### config.mk
export PLATFORM = sky130hd
export DESIGN_NAME = mul_issue_sequencer
export DESIGN_NICKNAME = d
export VERILOG_FILES = /design/src/rtl/mul_issue_sequencer.sv
export SDC_FILE = /design/constraint.sdc
export NUM_CORES = 1
export LEC_CHECK = 0
export BUFFER_PORTS_ARGS = -buffer_cell sky130_fd_sc_hd__buf_2
export CORE_ASPECT_RATIO = 1.4
export CORE_MARGIN = 10
export CORE_UTILIZATION = 60
export CTS_CLUSTER_DIAMETER = 120
export CTS_CLUSTER_SIZE = 10
export DETAILED_ROUTE_END_ITERATION = 12
export PLACE_DENSITY = 0.87
export SYNTH_ARGS = -nofsm -noshare
export SYNTH_HDL_FRONTEND = slang
export SYNTH_SLANG_ARGS = --single-unit
### constraint.sdc
create_clock -name clk_i -period 10.82 [get_ports clk_i]
set_input_delay 0.541 -clock clk_i [delete_from_list [all_inputs] [get_ports clk_i]]
set_output_delay 0.541 -clock clk_i [all_outputs]
set_load 0.01 [all_outputs]
### src/rtl/mul_issue_sequencer.sv
// Issue-to-writeback sequencer for an iterative Booth radix-4 multiply core.
// Latches one RV32M multiply op, runs the core for a full pass, then corrects and holds the tagged result.
package mul_issue_sequencer_pkg;
    typedef enum logic {MUL_ = 1'b0, MULH_ = 1'b1} mul_ops_e;
    typedef enum logic {FREE = 1'b0, BUSY = 1'b1} fu_state_e;
endpackage

module mul_issue_sequencer
    import mul_issue_sequencer_pkg::*;
#(
    parameter int XLEN       = 32,
    parameter int TAG_W      = 5,
    parameter int MUL_CYCLES = 17
) (
    input  logic             clk_i,
    input  logic             rst_n_i,
    input  logic             issue_valid_i,
    output logic             issue_ready_o,
    input  logic [1:0]       issue_op_i,
    input  logic [XLEN-1:0]  issue_rs1_i,
    input  logic [XLEN-1:0]  issue_rs2_i,
    input  logic [TAG_W-1:0] issue_tag_i,
    input  logic             flush_i,
    output logic [XLEN-1:0]  core_a_o,
    output logic [XLEN-1:0]  core_b_o,
    output mul_ops_e         core_op_o,
    output logic             core_clk_en_o,
    input  logic [XLEN-1:0]  core_result_i,
    input  fu_state_e        core_state_i,
    output logic             wb_valid_o,
    input  logic             wb_ready_i,
    output logic [XLEN-1:0]  wb_data_o,
    output logic [TAG_W-1:0] wb_tag_o,
    output logic             seq_err_o
);
    localparam int CNT_W = $clog2(MUL_CYCLES);
    localparam logic [CNT_W-1:0] CNT_LAST = CNT_W'(MUL_CYCLES - 1);
    localparam logic [CNT_W-1:0] CNT_ONE  = CNT_W'(1);
    localparam logic [XLEN-1:0]  XZERO    = {XLEN{1'b0}};

    typedef enum logic [2:0] {
        S_IDLE  = 3'd0,
        S_RUN   = 3'd1,
        S_CORR  = 3'd2,
        S_DONE  = 3'd3,
        S_DRAIN = 3'd4
    } state_e;

    state_e           state_q, state_d;
    logic [CNT_W-1:0] cnt_q, cnt_d;
    logic [1:0]       op_q, op_d;
    logic [XLEN-1:0]  a_q, a_d, b_q, b_d;
    logic [TAG_W-1:0] tag_q, tag_d;
    logic [XLEN-1:0]  wb_data_q, wb_data_d;
    logic [TAG_W-1:0] wb_tag_q, wb_tag_d;
    logic             err_q, err_d;
    logic             accept_s;
    logic             zero_s;

    // The core always multiplies signed*signed; unsigned views of a negative
    // operand add the other operand into the high word.
    function automatic logic [XLEN-1:0] correct_result(input logic [1:0] op,
                                                       input logic [XLEN-1:0] a,
                                                       input logic [XLEN-1:0] b,
                                                       input logic [XLEN-1:0] r);
        logic [XLEN-1:0] add_a;
        logic [XLEN-1:0] add_b;
        add_a = b[XLEN-1] ? a : XZERO;
        add_b = a[XLEN-1] ? b : XZERO;
        case (op)
            2'b00:   return r;
            2'b01:   return r;
            2'b10:   return r + add_a;
            2'b11:   return r + add_a + add_b;
            default: return r;
        endcase
    endfunction

    assign issue_ready_o = (state_q == S_IDLE) | ((state_q == S_DONE) & wb_ready_i);
    assign accept_s      = issue_valid_i & issue_ready_o;
    assign zero_s        = (issue_rs1_i == XZERO) | (issue_rs2_i == XZERO);
    assign core_clk_en_o = (state_q == S_RUN) | (state_q == S_DRAIN);
    assign wb_valid_o    = (state_q == S_DONE);
    assign core_a_o      = a_q;
    assign core_b_o      = b_q;
    assign core_op_o     = (op_q == 2'b00) ? MUL_ : MULH_;
    assign wb_data_o     = wb_data_q;
    assign wb_tag_o      = wb_tag_q;
    assign seq_err_o     = err_q;

    // Next-state and datapath update for the sequencer.
    always_comb begin
        state_d   = state_q;
        cnt_d     = cnt_q;
        op_d      = op_q;
        a_d       = a_q;
        b_d       = b_q;
        tag_d     = tag_q;
        wb_data_d = wb_data_q;
        wb_tag_d  = wb_tag_q;
        err_d     = err_q;
        case (state_q)
            S_IDLE: begin
                state_d = S_IDLE;
            end
            S_RUN: begin
                // A flush never cuts the pass short: the core's own counter must wrap.
                if (cnt_q == CNT_LAST) begin
                    cnt_d   = {CNT_W{1'b0}};
                    state_d = flush_i ? S_IDLE : S_CORR;
                end else begin
                    cnt_d   = cnt_q + CNT_ONE;
                    state_d = flush_i ? S_DRAIN : S_RUN;
                end
            end
            S_DRAIN: begin
                if (cnt_q == CNT_LAST) begin
                    cnt_d   = {CNT_W{1'b0}};
                    state_d = S_IDLE;
                end else begin
                    cnt_d   = cnt_q + CNT_ONE;
                end
            end
            S_CORR: begin
                if (flush_i) begin
                    state_d = S_IDLE;
                end else begin
                    wb_data_d = correct_result(op_q, a_q, b_q, core_result_i);
                    wb_tag_d  = tag_q;
                    if (core_state_i != FREE) begin
                        err_d = 1'b1;
                    end else begin
                        err_d = err_q;
                    end
                    state_d = S_DONE;
                end
            end
            S_DONE: begin
                if (flush_i || wb_ready_i) begin
                    state_d = S_IDLE;
                end else begin
                    state_d = S_DONE;
                end
            end
            default: begin
                state_d = S_IDLE;
                cnt_d   = {CNT_W{1'b0}};
            end
        endcase

        // Acceptance is only possible from IDLE or a retiring DONE, so it overrides the case above.
        if (accept_s && !flush_i) begin
            op_d = issue_op_i;
            if (zero_s) begin
                wb_data_d = XZERO;
                wb_tag_d  = issue_tag_i;
                state_d   = S_DONE;
            end else begin
                a_d     = issue_rs1_i;
                b_d     = issue_rs2_i;
                tag_d   = issue_tag_i;
                cnt_d   = {CNT_W{1'b0}};
                state_d = S_RUN;
            end
        end else begin
            op_d = op_d;
        end
    end

    // State and datapath registers.
    always_ff @(posedge clk_i or negedge rst_n_i) begin
        if (!rst_n_i) begin
            state_q   <= S_IDLE;
            cnt_q     <= {CNT_W{1'b0}};
            op_q      <= 2'b00;
            a_q       <= XZERO;
            b_q       <= XZERO;
            tag_q     <= {TAG_W{1'b0}};
            wb_data_q <= XZERO;
            wb_tag_q  <= {TAG_W{1'b0}};
            err_q     <= 1'b0;
        end else begin
            state_q   <= state_d;
            cnt_q     <= cnt_d;
            op_q      <= op_d;
            a_q       <= a_d;
            b_q       <= b_d;
            tag_q     <= tag_d;
            wb_data_q <= wb_data_d;
            wb_tag_q  <= wb_tag_d;
            err_q     <= err_d;
        end
    end
endmodule

# Word level (Yosys, flattened, before mapping)
# Cells that the tools add are included.
# classes
n_reduce_logical	12
n_mux	25
n_addsub	3
n_eq_ne	9
bitwise	7
# ops
operator	count
32-bit 2-to-1 mux	6
32-bit case mux with 3 select lines	1
32-bit adder	2
32-bit zero test	2
5-bit 2-to-1 mux	7
3-bit 2-to-1 mux	4
3-bit case mux with 4 select lines	1
5-bit case mux with 2 select lines	1
2-bit 2-to-1 mux	4
3-bit by 2-bit == test with 1-bit output, second input constant	2
5-bit by 1-bit adder with 5-bit output, second input constant	1
5-bit == test, second input constant	1
2-bit == test, second input constant	2
2-bit OR reduction	2
3-bit by 1-bit == test with 1-bit output, second input constant	1
3-bit == test, second input constant	1
3-bit zero test	1
3-bit by 1-bit != test with 1-bit output, second input constant	1
1-bit bitwise OR	3
3-bit AND reduction	1
3-bit OR reduction	1
1-bit AND	2
2-bit by 1-bit == test with 1-bit output, second input constant	1
2-bit zero test	1
6 further kinds	7
# totals
inputBits	109
wordCells	65
output_inout_bits	106
reg_bits	117

# Logic depth before layout (Yosys ltp)
# logic_depth
word_depth	8
mapped_depth	21
depth_no_buf	20

# Worst setup path after synthesis
# Ideal clock, no wire load.
# synth_timing
kind	flip-flop to flip-flop
startpoint	register b_q[31], in the netlist core_b_o[31]
endpoint	register wb_data_q[25], in the netlist wb_data_o[25]
arrival_time_ns	4.321
n_path_buf	1
slack_ns	6.435
stages_incl_launch_ff	21
t_required_ns	10.756
path_cell_list	dfrtp_1 > and2_1 > ha_1 > inv_1 > fa_1 > nor2b_1 > o31ai_1 > a211oi_1 > a21oi_2 > o21a_1 > or2_2 > ha_1 > clkbuf_1 > a21o_1 > a21o_1 > a21o_1 > a221oi_2 > o21bai_1 > a31oi_1 > mux2i_1 > o21a_1
# synth_via
elab_chain_cells	8
# synth_lines
item	line_no	text
from (decl)	52	logic [XLEN-1:0] a_q, a_d, b_q, b_d;
from (signal assigned)	177	b_q <= XZERO;
from (signal assigned)	187	b_q <= b_d;
32-bit 2-to-1 mux (*)	68	add_a = b[XLEN-1] ? a : XZERO;
32-bit adder (*)	73, 74	
32-bit adder	74	2'b11: return r + add_a + add_b;
32-bit case mux with 3 select lines (*)	70	case (op)
32-bit 2-to-1 mux (*)	125	if (flush_i) begin
32-bit 2-to-1 mux (*)	102	case (state_q)
32-bit 2-to-1 mux	154	if (zero_s) begin
32-bit 2-to-1 mux (*)	152	if (accept_s && !flush_i) begin
via wb_data_d[25]	54	logic [XLEN-1:0] wb_data_q, wb_data_d;
to (signal assigned)	189	wb_data_q <= wb_data_d;
to (decl)	54	
# The timed path passes the listed nets; every way through them passes the cells marked *.
# A chain may end at the register's enable or synchronous reset.

# Worst setup path in the final report
# Same ends and word-level chain as after synthesis.

==> flow_summary_export.csv <==
group,metric,value,unit
outcome,outcome,"complete, no violations",
sta,max_freq,182,MHz
sta,skew,0.00982,ns
die,rows,54,
synthesis,syn_nets,1260,
worst_setup_path,ff2ff_path_depth,18,
worst_setup_path,critPathRequiredTime,11.18,ns
synthesis,syn_avg_cell_area,8.75,um^2
detailed_routing,ant_nets,0,
clock_network,h-tree-depth,4,
cells_and_area,finalNetCount,1442,
sta,worst_slew_pin_slew,1.17,ns
placement,placed_cells,1440,
cells_and_area,syn2layout_area_growth,18.1,%
synthesis,synth_top_area_frac,0.310,
worst_setup_path,cp_data_arrival_time,5.85,ns
synthesis,ys_seq_area_frac,0.310,
detailed_routing,drt_first_pass_iters,6,
worst_setup_path,worstReg2RegStart,"core_b_o[31]",
clock_network,hold_buffers,0,
grt,grt_antenna_before_repair,3,
cells_and_area,fillers,1296,
die,io_pins,215,
worst_hold_path,hold_path.class,"in2async",
synthesis,synth_cell_types,75,
worst_setup_path,reg2reg_to,"wb_data_o[25]",
synthesis,yosysWarnings,0,
detailed_routing,drt_iter0_drc,833,
cells_and_area,utilization,0.719,
detailed_routing,num_vias,9679,
cells_and_area,layout.cells.non_filler,1475,
sta,tns,0,ns
clock_network,cts_sinks,117,
grt,grt-ovfl-total,0,
grt,grt_pass1_wl,52.0,mm
sta,setup_viol,0,
worst_setup_path,worstPathMaxFanout,34,
clock_network,cts_resized,0,
worst_setup_path,crit_start,"core_b_o[31]",
worst_setup_path,timing.reg2reg.setup_slack,5.33,ns
grt,grt_usage,0.301,
power_and_ir_drop,p_leak,5.38,nW
grt,grt_pass1_vias,10200,
power_and_ir_drop,finalPower,4.13,mW
synthesis,synth_edf_count,0,
sta,slew_violations,0,
detailed_routing,vias_per_cell,6.56,
clock_network,post_cts_buffers,0,
grt,grt_max_degree,60,
synthesis,yosysTopAreaCell,"dfrtp_1",
worst_setup_path,startpoint_type,"flop",
placement,gp_congestion,0.978,
clock_network,cts_buffers,17,
synthesis,syn_area,9460,um^2
die,dieArea,21300,um^2
die,die_h,169,um
worst_setup_path,critical_path.endpoint_type,"flop",
placement,dp_hpwl,25.4,mm
die,start_util,0.609,
clock_network,path_clk_slew,0.06,ns
cells_and_area,drive_gt1_frac,0.266,
synthesis,synth.area.top_cells,"dfrtp_1 31%, ha_1 9.0%, mux2_2 8.3%",
detailed_routing,wl,33.4,mm
die,die_w,126,um
clock_network,clockBufferDepth,2,
cells_and_area,multiInputGateArea,6200,um^2
power_and_ir_drop,powerDensity,370,nW/um^2
die,core_area,15500,um^2
run,maxCapViolations,0,
synthesis,ys_async_sr_fraction,1.00,
synthesis,synthCells,1081,
sta,relSlewSlack,0.221,
worst_setup_path,criticalPathCategory,"reg2reg",
detailed_routing,wl_per_cell,22.7,um
detailed_routing,route.detailed.drc,0,
sta,finalHoldViolCount,0,
power_and_ir_drop,ir_drop,0.302,mV
sta,fin_crit_sh,0.507,
sta,period_needed,5.49,ns
clock_network,insertion_delay,0.43,ns
clock_network,cts_root_buffer,"clkbuf_16",
placement,io_buffers,214,
clock_network,cts_tree,"done",
synthesis,synth-seq-cells,117,
cells_and_area,final-seq-area,2930,um^2
sta,rsz0062_at_grt,"false",
synthesis,ys.flop_type,"dfrtp_1",
where the power goes:
part	total [mW]	internal [mW]	switching, mW
clock	0.539	0.314	0.225
combinational	2.86	1.16	1.71
sequential	0.728	0.586	0.142
total	4.13	2.06	2.07
cells by family (layout without fill, tap and decap cells):
family / count (synthesis) / count (layout) / share of synthesized area
compound gates: 323 / 323 / 0.229
mux: 81 / 81 / 0.0950
other cells: 0 / 3 / 0
xor+xnor: 40 / 40 / 0.0386
buf+inv: 88 / 283 / 0.0365
simple gates: 362 / 362 / 0.197
fa+ha+maj: 70 / 70 / 0.0942
flops: 117 / 117 / 0.310
synthesized netlist by cell type, types with 20 or more instances:
cell      number
inv_1         27
clkbuf_1      46
a211oi_1      22
a31oi_1       23
ha_1          68
xnor2_1       30
nand2_1       84
nand3_1       20
dfrtp_1      117
mux2_2        70
o21ai_0       61
a21oi_1       75
nor2_1        73
and2_1        66
a21o_1        34
worst max path at each step:
stage,to
CTS,wb_data_o[29]
global route,wb_data_o[25]
global placement,wb_data_o[29]
detailed placement,wb_data_o[29]
floorplan,wb_data_o[25]
finish,wb_data_o[25]
worst max-delay path, stage by stage, from the launching register on:
cell	delay [ns]
dfrtp_1	0.91
and2_1	0.24
ha_1	0.18
inv_1	0.06
fa_1	0.42
nor2b_1	0.16
o31ai_1	0.11
a211oi_1	0.44
a21oi_2	0.18
o21ai_1	0.44
a31oi_1	0.13
ha_1	0.45
and4_1	0.28
and4_1	0.21
a221oi_2	0.38
o21bai_1	0.16
a31oi_1	0.27
mux2i_1	0.23
o21a_1	0.14
cell usage in the layout, fill, tap and decap left out, types with 11 or more instances in the layout:
master       n
buf_2      213
o211ai_1    18
clkbuf_16   17
and3_1      19
nand4_1     16
a21o_1      34
xnor2_1     30
and2_1      66
a31oi_1     23
inv_1       27
mux2i_1     11
nand2_1     84
nand3_1     20
o21ai_0     61
a21oi_1     75
ha_1        68
mux2_2      70
nor2_1      72
dfrtp_1    117
nor3_1      18
a211oi_1    22
or3_1       11
nor4_1      18
metrics by stage:
stage,hold WS (ns),setup slack [ns],instance area [um^2]
3_5_place_dp,0.439,5.45,10600
4_1_cts,0.227,5.43,11200
3_3_place_gp,0.432,5.67,10600
6_report,0.185,5.33,11200
2_1_floorplan,0.245,6.43,9460
5_1_grt,0.261,4.88,11200
state kept, by name (all words and copies together), names as in the netlist:
| signal | flops |
|---|---|
| wb_tag_o | 5 |
| core_b_o | 32 |
| state_q | 3 |
| core_a_o | 32 |
| op_q | 2 |
| cnt_q | 5 |
| tag_q | 5 |
| seq_err_o | 1 |
| wb_data_o | 32 |
per-layer routing:
layer,GRT usage,vias to the layer above,wire length (um)
li1,-,4391,-
met1,0.312,4596,11900
met2,0.530,525,17000
met3,0.0644,165,2380
met4,0.204,2,2200
met5,0,-,9
area by class of cell:
cell class | instances | share of cell area
sequential | 117 | 0.262
tap | 196 | 0.0220
timing repair buffer | 223 | 0.102
clock inverter | 13 | 0.00986
multi-input combinational | 876 | 0.555
antenna | 3 | 0.000672
clock buffer | 19 | 0.0388
inverter | 28 | 0.00941
No activity file was read; power rests on OpenSTA's default activity.
